### src/rtl/fir_pkg.sv
// Shared types and default sizing for the symmetric FIR serial path
// (frame_serializer feeding pingpong_buf).
package fir_pkg;

  localparam int FIR_DATA_W      = 16;
  localparam int FIR_MAX_COUNT   = 512;
  localparam int WORDS_PER_FRAME = FIR_MAX_COUNT / FIR_DATA_W;
  localparam int FIR_IDX_W       = $clog2(FIR_MAX_COUNT);

  typedef enum logic [1:0] {
    IDLE   = 2'd0,
    STREAM = 2'd1,
    SWAP   = 2'd2
  } ser_state_t;

endpackage

### src/rtl/counter.sv
// Bit index counter: counts 0..MAX_COUNT-1 while enabled and wraps; clear has priority.
module counter
  import fir_pkg::*;
#(
  parameter int MAX_COUNT = WORDS_PER_FRAME * FIR_DATA_W,
  parameter int W         = FIR_IDX_W
) (
  input  logic         clk,
  input  logic         rst_n,
  input  logic         clr,
  input  logic         en,
  output logic [W-1:0] count
);

  logic [W-1:0] r_count;

  always_ff @(posedge clk or negedge rst_n) begin
    if (!rst_n) begin
      r_count <= '0;
    end else if (clr) begin
      r_count <= '0;
    end else if (en) begin
      if (r_count == W'(MAX_COUNT - 1)) begin
        r_count <= '0;
      end else begin
        r_count <= r_count + W'(1);
      end
    end
  end

  assign count = r_count;

endmodule

### src/rtl/frame_serializer.sv
// Parallel-to-serial feeder for pingpong_buf: frames of MAX_COUNT bits, switch high between frames.
// Build option: define FRAME_SERIALIZER_LSB_FIRST_EN to send each word bit 0 first (default MSB first).
module frame_serializer
  import fir_pkg::*;
#(
  parameter int DATA_W    = FIR_DATA_W,
  parameter int MAX_COUNT = FIR_MAX_COUNT
) (
  input  logic              clk,
  input  logic              rst_n,
  input  logic              s_valid,
  output logic              s_ready,
  input  logic [DATA_W-1:0] s_data,
  input  logic              underrun_clr,
  output logic              bit_out,
  output logic              switch,
  output logic              busy,
  output logic              underrun
);

  localparam int IDX_W = $clog2(MAX_COUNT);

  ser_state_t        r_state;
  ser_state_t        w_state_next;
  logic [DATA_W-1:0] r_hold;
  logic              r_hold_valid;
  logic [DATA_W-1:0] r_shift;
  logic [DATA_W-1:0] w_shift_next;
  logic [DATA_W-1:0] w_word;
  logic              r_bit_out;
  logic              r_switch;
  logic              r_busy;
  logic              r_underrun;
  logic              w_bit_next;
  logic              w_consume;
  logic              w_zero_fill;
  logic              w_last;
  logic              w_slot_edge;
  logic              w_cnt_clr;
  logic              w_cnt_en;
  logic [IDX_W-1:0]  w_idx;

`ifdef FRAME_SERIALIZER_LSB_FIRST_EN
  function automatic logic first_bit(input logic [DATA_W-1:0] word);
    return word[0];
  endfunction

  function automatic logic [DATA_W-1:0] shift_out(input logic [DATA_W-1:0] word);
    return word >> 1;
  endfunction
`else
  function automatic logic first_bit(input logic [DATA_W-1:0] word);
    return word[DATA_W-1];
  endfunction

  function automatic logic [DATA_W-1:0] shift_out(input logic [DATA_W-1:0] word);
    return word << 1;
  endfunction
`endif

  assign w_cnt_clr = (r_state != STREAM);
  assign w_cnt_en  = (r_state == STREAM);

  counter #(
    .MAX_COUNT (MAX_COUNT),
    .W         (IDX_W)
  ) u_counter (
    .clk   (clk),
    .rst_n (rst_n),
    .clr   (w_cnt_clr),
    .en    (w_cnt_en),
    .count (w_idx)
  );

  assign w_last      = (w_idx == IDX_W'(MAX_COUNT - 1));
  // True when the coming edge starts a new word slot inside the current frame.
  assign w_slot_edge = !w_last && (((int'(w_idx) + 1) % DATA_W) == 0);

  always_ff @(posedge clk or negedge rst_n) begin
    if (!rst_n) begin
      r_state <= IDLE;
    end else begin
      r_state <= w_state_next;
    end
  end

  always_comb begin
    w_state_next = r_state;
    w_consume    = 1'b0;
    w_zero_fill  = 1'b0;
    case (r_state)
      IDLE: begin
        if (r_hold_valid) begin
          w_state_next = STREAM;
          w_consume    = 1'b1;
        end
      end
      STREAM: begin
        if (w_last) begin
          w_state_next = SWAP;
        end else if (w_slot_edge) begin
          if (r_hold_valid) begin
            w_consume = 1'b1;
          end else begin
            w_zero_fill = 1'b1;
          end
        end
      end
      SWAP: begin
        if (r_hold_valid) begin
          w_state_next = STREAM;
          w_consume    = 1'b1;
        end else begin
          w_state_next = IDLE;
        end
      end
      default: w_state_next = IDLE;
    endcase

    // A zero-filled slot loads an all-zero word so the whole slot reads 0.
    w_word = w_consume ? r_hold : '0;
    if (w_consume || w_zero_fill) begin
      w_bit_next   = first_bit(w_word);
      w_shift_next = shift_out(w_word);
    end else if ((r_state == STREAM) && !w_last) begin
      w_bit_next   = first_bit(r_shift);
      w_shift_next = shift_out(r_shift);
    end else begin
      w_bit_next   = 1'b0;
      w_shift_next = r_shift;
    end
  end

  always_ff @(posedge clk or negedge rst_n) begin
    if (!rst_n) begin
      r_hold       <= '0;
      r_hold_valid <= 1'b0;
    end else if (w_consume) begin
      r_hold_valid <= 1'b0;
    end else if (s_valid && !r_hold_valid) begin
      r_hold       <= s_data;
      r_hold_valid <= 1'b1;
    end
  end

  always_ff @(posedge clk or negedge rst_n) begin
    if (!rst_n) begin
      r_shift    <= '0;
      r_bit_out  <= 1'b0;
      r_switch   <= 1'b1;
      r_busy     <= 1'b0;
      r_underrun <= 1'b0;
    end else begin
      r_shift   <= w_shift_next;
      r_bit_out <= w_bit_next;
      r_switch  <= (w_state_next != STREAM);
      r_busy    <= (w_state_next != IDLE);
      if (w_zero_fill) begin
        r_underrun <= 1'b1;
      end else if (underrun_clr) begin
        r_underrun <= 1'b0;
      end
    end
  end

  assign s_ready  = ~r_hold_valid;
  assign bit_out  = r_bit_out;
  assign switch   = r_switch;
  assign busy     = r_busy;
  assign underrun = r_underrun;

endmodule

### config.mk
export PLATFORM = sky130hd
export DESIGN_NAME = frame_serializer
export DESIGN_NICKNAME = d
export VERILOG_FILES = /design/src/rtl/fir_pkg.sv /design/src/rtl/counter.sv /design/src/rtl/frame_serializer.sv
export SDC_FILE = /design/constraint.sdc
export NUM_CORES = 1
export LEC_CHECK = 0
export CORE_UTILIZATION = 50
export CTS_CLUSTER_SIZE = 20
export DETAILED_ROUTE_END_ITERATION = 10
export PLACE_DENSITY = 0.82
export SETUP_SLACK_MARGIN = 0.4
export SKIP_CTS_REPAIR_TIMING = 1
export SLEW_MARGIN = 20
export SYNTH_ARGS = -nofsm -noshare
export SYNTH_HDL_FRONTEND = slang
export SYNTH_SLANG_ARGS = --single-unit
### constraint.sdc
create_clock -name clk -period 4.8 [get_ports clk]
set_input_delay 0.96 -clock clk [delete_from_list [all_inputs] [get_ports clk]]
set_output_delay 0.96 -clock clk [all_outputs]
set_load 0.01 [all_outputs]
==> out/results.md <==
| Result | Value |
| --- | --- |
| Outcome | completed |
| Final period util | 0.511 |
| Largest delay share family, worst path | buffers and inverters |
| Share of total power in combinational logic | 0.377 |
| Clock group share of total power | 0.155 |
| XOR/XNOR Fraction of Synth Area | 0.0153 |
| Fmax achieved | 0.407 GHz |
| Via-to-Cell Ratio | 5.95 |
| Pin count of the biggest net entering global routing | 48 |
| Internal Power | 0.930 mW |
| Chip width | 69.6 um |
| Mean Syn Cell Area | 10.4 um^2 |
| WL final | 4270 um |
| Setup repair after global routing missed its margin | no |
| Power Total | 1.49 mW |
| Sequential-to-total area share from yosys stat | 0.516 |
| Largest clock skew in the final design | 0.00912 ns |
| Number of antenna violations at the first check in global routing | 0 |
| Post-synthesis to final-layout area growth | 14.4% |
| Worst setup SP type | input port |
| Number of nets produced by synthesis | 242 |
| List of cells traversed by the critical path | clkdlybuf4s50_1, nor2b_1, buf_4, mux2_2 |
| Routing usage on met3 | 0.0552 |
| Violation count after the first detailed-routing iteration | 86 |
| Starting Density | 0.521 |
| Net switching fraction of the power | 0.375 |
| Detailed-placement wirelength estimate | 2740 um |
| Placed cell area | 0.00253 mm^2 |
| Commonest non-fill, non-tap cells in the layout | 47 x sky130_fd_sc_hd__nand3_1, 46 x sky130_fd_sc_hd__dfrtp_1, 23 x sky130_fd_sc_hd__nor2_1, 23 x sky130_fd_sc_hd__clkdlybuf4s50_1, 16 x sky130_fd_sc_hd__mux2_2 |
| Final Hold Fails | 0 |
| Min-Delay Path Class | reg -> reg |
| Share of total power in sequential cells | 0.468 |
| Die Span Y | 69.6 um |
| Synthesized instance count | 219 |
| Post-CTS clock slew at the launch and capture registers of the worst setup and hold paths | 0.09 ns |
| Average wire length per cell after detail routing | 14.6 um |
| Via count of the routed design | 1736 |
| Compound-cell area share of the yosys netlist | 0.0712 |
| Area share of the leading cell type in the synthesized netlist | 0.504 |
| Final standard cell utilization of the core | 0.596 |
| Max clock buf depth | 2 |
| Highest-utilization routing layer at the global route stage | met2 |
| Post-route cell area | 0.00261 mm^2 |
| Die area | 0.00484 mm^2 |
| Crit-path max cell delay | 0.58 ns |
| Cell type with the highest aggregate area in the netlist | sky130_fd_sc_hd__dfrtp_1 |
| Root Buffer Master | sky130_fd_sc_hd__clkbuf_8 |
| Post-layout net count | 262 |
| Vias in the first global route | 1773 |
| Leading cell type in the layout, fill and taps excluded | sky130_fd_sc_hd__nand3_1 |
| DRC errors left | 0 |
| Number of warnings issued by yosys | 0 |
| Count of clock tree sinks | 47 |
| PD cells | 569 mW/mm^2 |
| Met2 Resource Use GR | 0.327 |
| IO Count | 25 |
| Worst path arrival time | 2.65 ns |
| Port-buffer cells | 24 |
| Measured slew at the worst slew-check pin | 0.818 ns |
| Count of final max-slew check failures | 0 |
| Peak fanout along the critical path | 9 |
| Leak Pwr | 1.17 nW |
| Sum of negative setup slack | 0 ns |
| Clock tree from TritonCTS | yes |
| Ratio of cells with drive above 1 in the final layout | 0.146 |
| H-Tree Depth | 2 |
| Final worst path period need | 2.45 ns |
| Multiplexer share of the synthesized area | 0.145 |
| Number of filler instances in the final layout | 378 |
| Synth Area in Adders | 0.0164 |
| Setup ws final | 2.35 ns |
| Setup Viol. Count Final | 0 |
| Total number of placement rows | 24 |
| Number of nets with antenna violations after detailed routing | 0 |
| Total area of sequential cells | 0.00118 mm^2 |
| Total GRT Usage | 0.200 |
| Number of unique standard cell types used by synthesis | 34 |
| Critical path buffer and inverter count | 2 |
| Synthesized-area fraction occupied by and/or/nand/nor cells | 0.197 |
| Combinational family with the most area after synthesis | simple AND/OR/NAND/NOR gates |
| Pre-CTS setup slack | 1.96 ns |
| Worst EP required | 4.99 ns |
| Core area | 0.00438 mm^2 |
| Total CTS buffers | 5 |
| Antenna cell count | 0 |
| Global placer's final weighted congestion | 0.803 |
| Crit path max-delay cell type | sky130_fd_sc_hd__nor2b_1 |
| Multi-input combinational cell area | 0.00101 mm^2 |
| Cell area after synthesis | 0.00228 mm^2 |
| Synthesis-stage register bit count | 47 |
| Number of optimization iterations in the first detailed-route pass | 7 |
| Wire length of the first global-routing pass | 7560 um |
| Met1 usage in global routing | 0.237 |
| Max_cap viols | 0 |
| Critical path start-end classification | in -> reg |
| Top cells by area, synth | sky130_fd_sc_hd__dfrtp_1 50%, sky130_fd_sc_hd__nand3_1 10%, sky130_fd_sc_hd__mux2_2 7.9% |
| Switching pwr | 0.558 mW |
| Gr ovfl total | 0 |
| Clock Latency Late Sink | 0.31 ns |
| Worst VDD drop | 0.315 mV |
| Setup crit end kind | register |
| Max-Slew Margin vs Limit | 0.453 |
[through the flow]
step                hold WS (ns)  std cells
floorplan                  0.467        219
global placement           0.496        284
finish                     0.526        292
detailed placement         0.504        284
global route               0.560        292
CTS                        0.526        292
[cell type report]
cell class / count / share of cell area
multi-input cells: 154 / 0.388
clock inverters: 3 / 0.00575
inverters: 5 / 0.00718
flip-flops and latches: 47 / 0.451
clock buffers: 5 / 0.0263
well taps: 52 / 0.0249
repair buffers: 26 / 0.0967
[flip-flops by register name, summed over array words and instances, names as in the netlist]
| signal | cells |
|---|---|
| r_shift | 15 |
| r_hold | 16 |
| r_hold_valid | 1 |
| switch | 1 |
| r_state | 2 |
| u_counter.count | 9 |
| busy | 1 |
| bit_out | 1 |
| underrun | 1 |
[path summary, 6_finish.rpt]
check | to | startpoint | slack [ns] | cells past startpoint
max | r_hold[14] | s_valid | 2.35 | 4
min | r_shift[3] | r_hold[2] | 0.53 | 2
max reg2reg | r_shift[15] | u_counter.count[0] | 2.38 | 9
min reg2reg | r_shift[3] | r_hold[2] | 0.53 | 2
max in group asynchronous | r_hold[1] | rst_n | 3.76 | 1
min in group asynchronous | r_hold[8] | rst_n | 0.63 | 1
[per-layer routing]
layer  wire length, um  share of wire
met5                 0              0
met4                91          0.021
met3               269          0.063
met2              2060           0.48
met1              1840           0.43
[cells in the mapped netlist (all sizes together)]
master  instances
o32ai           1
nor2b           2
and3            4
o211a           1
mux2i          15
a31o            1
dfrtp          46
nand2b          1
ha              3
o221ai          1
dfstp           1
buf             7
nand2           9
xnor2           3
nor3            2
o21ai           1
o21a            1
nor2           23
nand3          48
and2b           1
mux2           16
a21oi          15
o211ai          1
a31oi           1
or3             1
and2            1
inv             5
xor2            1
and4            1
clkbuf          6
[cells by family after synthesis]
| family | Yosys count |
|---|---|
| simple gates | 93 |
| xor+xnor | 4 |
| compound gates | 23 |
| buf+inv | 18 |
| fa+ha+maj | 3 |
| mux | 31 |
| flops | 47 |
[worst register-to-register path: stages (launching register included)]
cell and delay, ns:
sky130_fd_sc_hd__dfrtp_1 0.45, sky130_fd_sc_hd__ha_1 0.25, sky130_fd_sc_hd__nand3_1 0.12, sky130_fd_sc_hd__nor2_1 0.09, sky130_fd_sc_hd__and3_1 0.19, sky130_fd_sc_hd__ha_1 0.21
sky130_fd_sc_hd__inv_1 0.10, sky130_fd_sc_hd__and3_1 0.61, sky130_fd_sc_hd__nand3_1 0.19, sky130_fd_sc_hd__nand3_1 0.14
[power by group through the flow]
stage | registers [mW] | logic, mW | clock network [mW]
after floorplan | 0.664 | 0.456 | 0
after CTS | 0.696 | 0.564 | 0.237
final | 0.696 | 0.561 | 0.231
after detailed placement | 0.705 | 0.560 | 0
after global placement | 0.696 | 0.542 | 0
after global routing | 0.722 | 0.624 | 0.256
No activity file was read; power rests on OpenSTA's default activity.
